[src/rtl/updi_seq_pkg.sv]
// updi_seq_pkg: shared types and constants for the UPDI sequencer.
// Holds command/status/state enums and the TX byte-list helpers.
package updi_seq_pkg;

    typedef enum logic [2:0] {
        CMD_BREAK = 3'd0,
        CMD_LDCS  = 3'd1,
        CMD_STCS  = 3'd2,
        CMD_LDS   = 3'd3,
        CMD_STS   = 3'd4
    } updi_cmd_op;

    typedef enum logic [1:0] {
        RSP_OK      = 2'd0,
        RSP_TIMEOUT = 2'd1,
        RSP_RXERR   = 2'd2,
        RSP_NACK    = 2'd3
    } updi_rsp_status;

    typedef enum logic [2:0] {
        ST_IDLE,
        ST_FLUSH,
        ST_TX,
        ST_RX_WAIT,
        ST_CHECK,
        ST_BRK_START,
        ST_BRK_WAIT,
        ST_DONE
    } updi_seq_state;

    localparam logic [7:0] UPDI_SYNC = 8'h55;
    localparam logic [7:0] UPDI_ACK  = 8'h40;
    localparam logic [7:0] OPC_LDCS  = 8'h80;
    localparam logic [7:0] OPC_STCS  = 8'hC0;
    localparam logic [7:0] OPC_LDS16 = 8'h04;
    localparam logic [7:0] OPC_STS16 = 8'h44;

    // Index of the final byte of the TX list for an op and STS phase.
    function automatic logic [1:0] tx_last_idx(
        input logic [2:0] op,
        input logic       phase2
    );
        logic [1:0] last;
        case (op)
            CMD_LDCS: last = 2'd1;
            CMD_STCS: last = 2'd2;
            CMD_LDS:  last = 2'd3;
            CMD_STS:  last = phase2 ? 2'd0 : 2'd3;
            default:  last = 2'd0;
        endcase
        return last;
    endfunction

    // Byte at position idx of the TX list for an op and STS phase.
    function automatic logic [7:0] tx_byte(
        input logic [2:0]  op,
        input logic        phase2,
        input logic [1:0]  idx,
        input logic [15:0] addr,
        input logic [7:0]  wdata
    );
        logic [7:0] b;
        logic [7:0] cs;
        cs = {4'h0, addr[3:0]};
        b  = 8'h00;
        if (op == CMD_STS && phase2) begin
            b = wdata;
        end else if (idx == 2'd0) begin
            b = UPDI_SYNC;
        end else begin
            case (op)
                CMD_LDCS: b = OPC_LDCS | cs;
                CMD_STCS: b = (idx == 2'd1) ? (OPC_STCS | cs) : wdata;
                CMD_LDS, CMD_STS: begin
                    case (idx)
                        2'd1:    b = (op == CMD_LDS) ? OPC_LDS16 : OPC_STS16;
                        2'd2:    b = addr[7:0];
                        default: b = addr[15:8];
                    endcase
                end
                default: b = 8'h00;
            endcase
        end
        return b;
    endfunction

endpackage

[src/rtl/updi_instr_sequencer_timer.sv]
// updi_resp_timer: response wait counter with clear, enable and expiry.
// Expiry flags the cycle in which the count reaches the limit.
module updi_resp_timer #(
    parameter int RESP_TIMEOUT_CLK = 200000
) (
    input  logic clk,
    input  logic rst,
    input  logic clr_i,
    input  logic en_i,
    output logic expired_o
);

    localparam int W = $clog2(RESP_TIMEOUT_CLK + 1);
    localparam logic [W-1:0] LIMIT = W'(RESP_TIMEOUT_CLK);

    logic [W-1:0] cnt_q;
    logic [W-1:0] cnt_d;

    // Next count: clear wins, otherwise count up and saturate at the limit.
    always_comb begin
        cnt_d = cnt_q;
        if (clr_i) begin
            cnt_d = '0;
        end else if (en_i && cnt_q != LIMIT) begin
            cnt_d = cnt_q + 1'b1;
        end
    end

    assign expired_o = en_i && !clr_i && (cnt_d == LIMIT);

    // Count register.
    always_ff @(posedge clk or negedge rst) begin
        if (!rst) begin
            cnt_q <= '0;
        end else begin
            cnt_q <= cnt_d;
        end
    end

endmodule

[src/rtl/updi_instr_sequencer.sv]
// updi_instr_sequencer: runs one UPDI instruction at a time on the PHY
// FIFOs and double-break port, then returns one response word.
module updi_instr_sequencer
    import updi_seq_pkg::*;
#(
    parameter int RESP_TIMEOUT_CLK = 200000
) (
    input  logic        clk,
    input  logic        rst,
    input  logic        cmd_valid,
    output logic        cmd_ready,
    input  logic [2:0]  cmd_op,
    input  logic [15:0] cmd_addr,
    input  logic [7:0]  cmd_wdata,
    output logic        rsp_valid,
    output logic [7:0]  rsp_rdata,
    output logic [1:0]  rsp_status,
    output logic [7:0]  tx_data,
    output logic        tx_wr_en,
    input  logic        tx_full,
    input  logic [7:0]  rx_data,
    output logic        rx_rd_en,
    input  logic        rx_empty,
    input  logic        rx_error,
    output logic        brk_start,
    input  logic        brk_busy,
    input  logic        brk_done
);

    updi_seq_state  state_q, state_d;
    updi_rsp_status status_q, status_d;
    logic [2:0]     op_q, op_d;
    logic [15:0]    addr_q, addr_d;
    logic [7:0]     wdata_q, wdata_d;
    logic [7:0]     rdata_q, rdata_d;
    logic [1:0]     idx_q, idx_d;
    logic           phase_q, phase_d;
    logic           in_rx;
    logic           tmo_expired;

    assign in_rx = (state_q == ST_RX_WAIT);

    updi_resp_timer #(
        .RESP_TIMEOUT_CLK(RESP_TIMEOUT_CLK)
    ) u_timer (
        .clk      (clk),
        .rst      (rst),
        .clr_i    (!in_rx),
        .en_i     (in_rx),
        .expired_o(tmo_expired)
    );

    assign rsp_rdata  = rdata_q;
    assign rsp_status = status_q;
    assign tx_data    = (state_q == ST_TX)
                      ? tx_byte(op_q, phase_q, idx_q, addr_q, wdata_q)
                      : 8'h00;

    // Next-state, datapath updates and handshake outputs.
    always_comb begin
        state_d   = state_q;
        status_d  = status_q;
        op_d      = op_q;
        addr_d    = addr_q;
        wdata_d   = wdata_q;
        rdata_d   = rdata_q;
        idx_d     = idx_q;
        phase_d   = phase_q;
        cmd_ready = 1'b0;
        tx_wr_en  = 1'b0;
        rx_rd_en  = 1'b0;
        brk_start = 1'b0;
        rsp_valid = 1'b0;
        unique case (state_q)
            ST_IDLE: begin
                cmd_ready = 1'b1;
                if (cmd_valid) begin
                    op_d     = cmd_op;
                    addr_d   = cmd_addr;
                    wdata_d  = cmd_wdata;
                    rdata_d  = 8'h00;
                    idx_d    = 2'd0;
                    phase_d  = 1'b0;
                    status_d = RSP_OK;
                    case (cmd_op)
                        CMD_BREAK: state_d = ST_BRK_START;
                        CMD_LDCS, CMD_STCS, CMD_LDS, CMD_STS:
                            state_d = ST_FLUSH;
                        default: begin
                            status_d = RSP_NACK;
                            state_d  = ST_DONE;
                        end
                    endcase
                end
            end
            ST_FLUSH: begin
                if (!rx_empty) begin
                    rx_rd_en = 1'b1;
                end else begin
                    state_d = ST_TX;
                end
            end
            ST_TX: begin
                if (!tx_full) begin
                    tx_wr_en = 1'b1;
                    if (idx_q == tx_last_idx(op_q, phase_q)) begin
                        idx_d   = 2'd0;
                        state_d = (op_q == CMD_STCS) ? ST_DONE : ST_RX_WAIT;
                    end else begin
                        idx_d = idx_q + 2'd1;
                    end
                end
            end
            ST_RX_WAIT: begin
                if (rx_error) begin
                    rx_rd_en = !rx_empty;
                    if (!rx_empty) begin
                        rdata_d = rx_data;
                    end
                    status_d = RSP_RXERR;
                    state_d  = ST_DONE;
                end else if (!rx_empty) begin
                    rx_rd_en = 1'b1;
                    rdata_d  = rx_data;
                    state_d  = ST_CHECK;
                end else if (tmo_expired) begin
                    status_d = RSP_TIMEOUT;
                    state_d  = ST_DONE;
                end
            end
            ST_CHECK: begin
                state_d  = ST_DONE;
                status_d = RSP_OK;
                if (op_q == CMD_STS) begin
                    if (rdata_q != UPDI_ACK) begin
                        status_d = RSP_NACK;
                    end else if (!phase_q) begin
                        phase_d = 1'b1;
                        idx_d   = 2'd0;
                        state_d = ST_TX;
                    end
                end
            end
            ST_BRK_START: begin
                if (!brk_busy) begin
                    brk_start = 1'b1;
                    state_d   = ST_BRK_WAIT;
                end
            end
            ST_BRK_WAIT: begin
                if (brk_done) begin
                    status_d = RSP_OK;
                    state_d  = ST_DONE;
                end
            end
            ST_DONE: begin
                rsp_valid = 1'b1;
                state_d   = ST_IDLE;
            end
        endcase
    end

    // State and datapath registers.
    always_ff @(posedge clk or negedge rst) begin
        if (!rst) begin
            state_q  <= ST_IDLE;
            status_q <= RSP_OK;
            op_q     <= 3'd0;
            addr_q   <= 16'h0000;
            wdata_q  <= 8'h00;
            rdata_q  <= 8'h00;
            idx_q    <= 2'd0;
            phase_q  <= 1'b0;
        end else begin
            state_q  <= state_d;
            status_q <= status_d;
            op_q     <= op_d;
            addr_q   <= addr_d;
            wdata_q  <= wdata_d;
            rdata_q  <= rdata_d;
            idx_q    <= idx_d;
            phase_q  <= phase_d;
        end
    end

endmodule

[config.mk]
export PLATFORM = sky130hd
export DESIGN_NAME = updi_instr_sequencer
export DESIGN_NICKNAME = d
export VERILOG_FILES = /design/src/rtl/updi_seq_pkg.sv /design/src/rtl/updi_instr_sequencer_timer.sv /design/src/rtl/updi_instr_sequencer.sv
export SDC_FILE = /design/constraint.sdc
export NUM_CORES = 1
export LEC_CHECK = 0
export CAP_MARGIN = 20
export CORE_MARGIN = 3
export CORE_UTILIZATION = 48
export CTS_CLUSTER_DIAMETER = 40
export CTS_CLUSTER_SIZE = 24
export DETAILED_ROUTE_END_ITERATION = 7
export PLACE_DENSITY_LB_ADDON = 0.08
export SLEW_MARGIN = 20
export SYNTH_ARGS = -nofsm -noshare
export SYNTH_HDL_FRONTEND = slang
export SYNTH_SLANG_ARGS = --single-unit
[constraint.sdc]
create_clock -name clk -period 2.4 [get_ports clk]
set_input_delay 0.72 -clock clk [delete_from_list [all_inputs] [get_ports clk]]
set_output_delay 0.72 -clock clk [all_outputs]
set_load 0.05 [all_outputs]
==> results of run 1 <==
path summary, 6_finish.rpt:
| check | end | slack, ps | cells after the start |
|---|---|---|---|
| max | tx_data[0] | -440 | 9 |
| min | idx_q[0] | 260 | 1 |
| max reg2reg | state_q[2] | -50 | 12 |
| min reg2reg | addr_q[14] | 520 | 1 |
| max in group asynchronous | addr_q[5] | 1610 | 2 |
| min in group clk | addr_q[14] | 520 | 1 |
per-layer routing:
| metal | track usage [%] | vias to the layer above |
|---|---|---|
| li1 | - | 1773 |
| met1 | 35.79 | 1815 |
| met2 | 38.85 | 111 |
| met3 | 4.327 | 10 |
| met4 | 6.980 | 0 |
| met5 | 0 | - |
kinds of logic after synthesis:
logic type,count (synthesis),share of synthesized area (%)
AO/OA/AOI/OAI,92,15.59
XOR/XNOR,18,4.271
adder cells (fa/ha/maj),5,1.695
buffers and inverters,37,3.796
flip-flops,61,41.36
multiplexers,28,8.339
AND/OR/NAND/NOR,177,24.95
area by class of cell:
cell class / instances / area [um2]
multi-input combinational: 320 / 2369
fill: 543 / 1690
sequential: 61 / 1531
timing repair buffer: 143 / 1393
clock buffer: 9 / 123.9
tap: 99 / 123.9
clock inverter: 7 / 78.83
inverter: 14 / 60.06
registers in the layout, summed over array words and instances, names as in the netlist:
name / cells
addr_q: 16
idx_q: 2
op_q: 3
phase_q: 1
rsp_rdata: 8
rsp_status: 2
state_q: 3
u_timer.cnt_q: 18
wdata_q: 8
Yosys cell counts (all sizes together), types with 2 or more instances:
library cell  count
inv              12
o31ai             4
nand2b            7
o21ai            33
a2111oi           2
o211ai            3
or2b              2
mux2             22
nor3b             3
nor4b             2
clkbuf           22
ha                5
nor2             39
xnor2             7
and2              2
o21a              2
nor4             11
nand3b            4
nor2b             4
xor2             11
a21o              2
a222oi            2
or4               5
a211o             4
nand3            13
and3              3
dfrtp            61
clkinv            2
a221oi            3
a21oi            23
nand2            51
or3               5
a211oi            3
nand4             4
a31oi             5
nor3             18
mux2i             6
timing repair:
| action | CTS | global route |
|---|---|---|
| pin swaps | 16 | 14 |
| buffers inserted | 4 | 5 |
| resized for setup | 26 | 19 |
| endpoints found under the setup margin | 11 | 14 |
power groups by stage:
stage | combinational, mW | sequential [mW] | clock, mW
after floorplan | 2.10 | 1.75 | 0
after global placement | 3.52 | 1.65 | 0
after detailed placement | 3.60 | 1.66 | 0
after CTS | 3.81 | 1.66 | 0.979
after global routing | 4.23 | 1.72 | 1.01
final | 3.95 | 1.68 | 0.960
==> summary.md, run 1 <==
| Metric | Value |
|---|---|
| Routed vias | `3,709` |
| RSZ-0062 raised after global routing | `yes` |
| Total power | `approximately 6.6 mW` |
| Max Clock Freq | `0.3517 GHz` |
| Leak | `2.327 nW` |
| Die span in y | `roughly 94 um` |
| Post-route cell area | `about 0.0057 mm2` |
| Mapped Nets | `466` |
| WHS | `257.2 ps` |
| H-tree levels | `3` |
| Dominant cells by area after synthesis | `dfrtp_1 41%, mux2_2 6.7%, nand2_1 5.2%` |
| Final worst slack | `-443.1 ps` |
| Syn Area/Cell | `a little under 9 um2` |
| Minimum clock period | `2843 ps` |
| Crit-path max cell delay | `approximately 420 ps` |
| Arrival time at the worst endpoint | `2120 ps` |
| Crit start category | `register` |
| Largest net degree at the start of global routing | `25` |
| Placed Cells | `630` |
| 1st-pass router iterations | `5` |
| IO buf count | `65` |
| Async set or reset register ratio after synthesis | `100.0%` |
| Met3 Wirelength | `~550 um` |
| Synth top area share | `41.36%` |
| Layout cell share with drive strength beyond 1 | `between 30% and 40%` |
| Buffers and inverters on the worst path | `2` |
| Post-synth cell types | `55` |
| Number of setup violations in the final report | `10` |
| Area grow syn2layout | `53.86%` |
| Skew final | `10.92 ps` |
| Critical Path Fanout Max | `6` |
| Most common cell after layout, fill and taps aside | `buf_4` |
| Commonest cells after routing, fill and taps aside | `71 x buf_4, 57 x dfrtp_1, 49 x nand2_1, 49 x clkdlybuf4s50_1, 36 x nor2_1` |
| TritonCTS Buffers | `9` |
| Switching power | `slightly below 3 mW` |
| CP max-delay cell | `dfrtp_2` |
| # hold bufs at CTS | `0` |
| Internal power | `3.664 mW` |
| GRT overflow | `0` |
| DR WL met2 | `~5000 um` |
| First-pass GRT wire length | `17,270 um` |
| Mapped Area | `0.003691 mm2` |
| Outcome | `complete, but fails checks` |
| Yosys top cell by area | `dfrtp_1` |
| GRT Total Usage | `24.94%` |
| Clock latency on the worst-skew pair | `350 ps` |
| Crit path required time | `approximately 1700 ps` |
| CP top delay family | `compound AO/OA/AOI/OAI gates` |
| Top sig layer | `met4` |
| Critical path launch point | `idx_q[0]` |
| Placed instance area | `~0.0052 mm2` |
| Post-detail-place hpwl | `7823 um` |
| Setup CP Type | `reg -> out` |
| Sequential share of power | `between 20% and 30%` |
| Register area share after synthesis | `41.36%` |
| WL/cell | `between 15 and 20 um` |
| Setup TNS | `-3172 ps` |
| Peak VDD IR | `approximately 630 uV` |
| Non-Filler Instances | `around 650` |
| Initial core utilization | `50.08%` |
| Slew margin rel. | `between 60% and 70%` |
| Pwr/cell area | `approximately 1200 mW/mm2` |
| Fin. Hold Viols | `0` |
| Initial antenna violation count | `0` |
| Clk root buf | `clkbuf_8` |
| DRC | `0` |
| Starting DRT DRC Count | `173` |
| Via-per-instance ratio | `around 5.7` |
| Post-route ant nets | `0` |
| Core Area | `between 0.007 and 0.008 mm2` |
| Vias in the first global route | `3,538` |
| Crit-path cells | `inv_2 -> ha_4 -> and2_4 -> nand2_2 -> o21ai_2 -> a211o_1 -> a221oi_2 -> nor3_4 -> buf_6` |
| IO Pins | `66` |
| Switching share of power | `between 40 and 50%` |
| CTS tree | `yes` |
| Fin crit share | `118.5%` |
| Maxcap violations | `0` |
| Warnings, synthesis | `0` |
| Rows | `31` |
| Hold WC Path Type | `in -> async` |
| Final core occ | `77.06%` |
| Dpl ws | `-166.4 ps` |
| Cells after synthesis | `418` |
| Clock buffer depth | `2` |
| Clk slew on worst S/H paths | `~80 ps` |
| ANT cells | `0` |
| Post-synth top flop | `dfrtp_1` |
| CTS sink count | `61` |
| Met1 WL | `between 5000 and 6000 um` |
| Final slew viol count | `0` |
| CP Capture Type | `output pin` |
| Comb power frac | `approximately three fifths` |
| Layout Nets | `roughly 600` |
| Die area | `0.008778 mm2` |
| GPL Wtd Cong | `between 0.8 and 0.9` |
| Post-synth EDFFs | `0` |
| R2r startpoint | `u_timer.cnt_q[1]` |
| Worst Tran Pin Value | `505.8 ps` |
| Violated checks | `negative setup slack` |
| Seq cells post-synth | `61` |
| Die width | `93.69 um` |
| Power share of the clock group | `14.6%` |
| WL final | `approximately 11,000 um` |
Power figures use the tool's default switching activity.
==> inputs of run 2 (changes only) <==
GPL_ROUTABILITY_DRIVEN = 0   (was unset)
SLEW_MARGIN = unset   (was 20)
==> run 2 against run 1 <==
  * Die area unchanged
  * The run still ends with negative setup slack left
  * Critical endpoint is now tx_data[2]
  * Clock power grew 19%
  * Sequential share of layout area fell by 0.73 points
  * Highest routed layer unchanged
  * Critical path type unchanged
  * Critical path depth did not move
==> summary.md, run 2 (synthesis gave the netlist of run 1 again) <==
| Metric | Value |
|---|---|
| Minimum clock period | `2841 ps (was 2843 ps)` |
| Regs by FF count | `u_timer.cnt_q x18, addr_q x16 (unchanged)` |
| Die span in y | `93.69 um (unchanged)` |
| Initial core utilization | `50.08% (unchanged)` |
| Core Area | `0.007370 mm2 (unchanged)` |
| CTS sink count | `61 (unchanged)` |
| Crit path required time | `1680 ps (about the same)` |
| Leak | `2.370 nW (was 2.327 nW)` |
| Setup CP Type | `reg -> out (unchanged)` |
| Worst Tran Pin Value | `532.5 ps (was 505.8 ps)` |
| Layout Nets | `601 (was 597)` |
| Critical Path Fanout Max | `6 (unchanged)` |
| Clock buffer depth | `2 (unchanged)` |
| Fin. Hold Viols | `0 (unchanged)` |
| Final worst slack | `-441.3 ps (was -443.1 ps)` |
| Maxcap violations | `0 (unchanged)` |
| First-pass GRT wire length | `17,860 um (was 17,270 um)` |
| Placed instance area | `0.005254 mm2 (was 0.005234 mm2)` |
| CP Capture Type | `output pin (unchanged)` |
| Clk root buf | `clkbuf_8 (unchanged)` |
| Largest register by flop count | `u_timer.cnt_q (unchanged)` |
| Non-Filler Instances | `657 (was 653)` |
| Setup TNS | `-3038 ps (was -3172 ps)` |
| H-tree levels | `3 (unchanged)` |
| Post-detail-place hpwl | `7689 um (was 7823 um)` |
| Starting DRT DRC Count | `221 (was 173)` |
| Die area | `0.008778 mm2 (unchanged)` |
| IO Pins | `66 (unchanged)` |
| Max Clock Freq | `0.3520 GHz (was 0.3517 GHz)` |
| Post-route cell area | `0.005856 mm2 (was 0.005679 mm2)` |
| Initial antenna violation count | `0 (unchanged)` |
| Pwr/cell area | `1189 mW/mm2 (was 1161 mW/mm2)` |
| DRC | `0 (unchanged)` |
| Outcome | `complete, but fails checks (unchanged)` |
| Slew margin rel. | `64.50% (was 66.17%)` |
| GRT Total Usage | `26.01% (was 24.94%)` |
| TritonCTS Buffers | `9 (unchanged)` |
| Area grow syn2layout | `58.64% (was 53.86%)` |
| Via-per-instance ratio | `5.702 (was 5.680)` |
| Clk slew on worst S/H paths | `80 ps (about the same)` |
| Crit start category | `register (unchanged)` |
| Commonest cells after routing, fill and taps aside | `73 x buf_4, 53 x dfrtp_1, 50 x clkdlybuf4s50_1 (was 71 x buf_4, 57 x dfrtp_1, 49 x nand2_1, 49 x clkdlybuf4s50_1, 36 x nor2_1)` |
| Number of setup violations in the final report | `9 (was 10)` |
| Post-route ant nets | `0 (unchanged)` |
| FILL cells | `480 (was 543)` |
| Arrival time at the worst endpoint | `2120 ps (about the same)` |
| CTS tree | `yes (unchanged)` |
| Violated checks | `negative setup slack (unchanged)` |
| Peak VDD IR | `732.7 uV (was 631.1 uV)` |
| Skew final | `12.55 ps (was 10.92 ps)` |
| WL final | `10,910 um (was 10,820 um)` |
| ANT cells | `0 (unchanged)` |
| Vias in the first global route | `3,716 (was 3,538)` |
| Rows | `31 (unchanged)` |
| Routed vias | `3,746 (was 3,709)` |
| Most common cell after layout, fill and taps aside | `buf_4 (unchanged)` |
| WL/cell | `16.61 um (was 16.57 um)` |
| Die width | `93.69 um (unchanged)` |
| Placed Cells | `631 (was 630)` |
| 1st-pass router iterations | `7 (was 5)` |
| Clock latency on the worst-skew pair | `350 ps (about the same)` |
| Max reg flops | `18 (unchanged)` |
| Largest net degree at the start of global routing | `23 (was 25)` |
| Layout cell share with drive strength beyond 1 | `38.53% (was 35.38%)` |
| RSZ-0062 raised after global routing | `yes (unchanged)` |
| GRT overflow | `0 (unchanged)` |
| Final slew viol count | `0 (unchanged)` |
| Hold WC Path Type | `in -> async (unchanged)` |
| Fin crit share | `118.4% (was 118.5%)` |
| # hold bufs at CTS | `0 (unchanged)` |
| IO buf count | `65 (unchanged)` |
==> run 2: cell types whose count changed in the layout (fill, tap and decap cells not counted), moves of 2 or more <==
cell,change
dfrtp_1,-4
dfrtp_2,+4
inv_6,-4
nor4_1,-3
nor4_2,+3
a21oi_2,+2
buf_4,+2
bufinv_16,+2
clkinv_4,+2
clkinvlp_4,+2
inv_2,-2
nor2_4,+2
o21ai_2,+2
==> run 2: final timing paths <==
| check | from | end | slack (ps) | depth (start not counted) |
|---|---|---|---|---|
| setup / recovery | idx_q[0] | tx_data[2] | -440 | 9 |
| hold / removal | rst | rsp_status[0] | 350 | 1 |
| setup reg to reg | u_timer.cnt_q[0] | state_q[2] | -10 | 8 |
| hold reg to reg | addr_q[14] | addr_q[14] | 520 | 1 |
| max in group asynchronous | rst | u_timer.cnt_q[2] | 1530 | 2 |
| min in group clk | addr_q[14] | addr_q[14] | 520 | 1 |
==> run 2: cell type report <==
type                            instances  area (um2)  share of cell area (%)
Sequential cell                        61        1536                   26.24
Multi-Input combinational cell        320        2451                   41.86
Tap cell                               99       123.9                   2.115
Clock inverter                          7       123.9                   2.115
Clock buffer                            9       123.9                   2.115
Timing Repair Buffer                  147        1430                   24.42
Inverter                               14       66.31                   1.132
==> run 2: metrics by stage <==
| step | hold WS, ps | utilization [%] | worst slack (ps) | power (mW) |
|---|---|---|---|---|
| global placement | 494.2 | 71.29 | -154.3 | 5.200 |
| finish | 345.0 | 79.46 | -441.3 | 6.963 |
| global route | 365.2 | 79.46 | -561.7 | 7.368 |
| floorplan | 424.4 | - | -110.4 | 3.854 |
| CTS | 349.9 | 77.03 | -440.7 | 6.706 |
| detailed placement | 505.7 | 71.29 | -179.4 | 5.286 |
==> run 2: metal layers <==
metal | vias to the layer above | track usage [%] | share of wire, %
met3 | 17 | 4.407 | 4.5
met5 | - | 0 | 0
met4 | 0 | 9.868 | 1.5
li1 | 1774 | - | -
met1 | 1837 | 37.30 | 47
met2 | 118 | 39.38 | 47
==> run 2: power breakdown <==
group / internal (mW) / total (mW) / switching, mW
clock: 0.694 / 1.14 / 0.445
sequential: 1.37 / 1.69 / 0.318
combinational: 1.90 / 4.13 / 2.23
==> run 2: repair_timing <==
item	in CTS	in global routing
pin swaps	21	11
setup buffers	7	4
setup endpoints to repair	11	16
resized for setup	31	36
cloned	1	0
==> run 2: worst max-delay path, stage by stage, from the launching register on <==
cell and delay [ps]:
dfrtp_2 440, buf_4 160, ha_4 190, nand3b_1 110, a21oi_2 80, buf_4 140, a21o_1 170, a221oi_4 270
nor3_4 50, buf_6 150
==> inputs of run 3 (changes only) <==
ABC_CLOCK_PERIOD_IN_PS = 2400   (was unset)
==> results of run 3 <==
The final DEF is identical to that of run 2; final timing and power are the same.
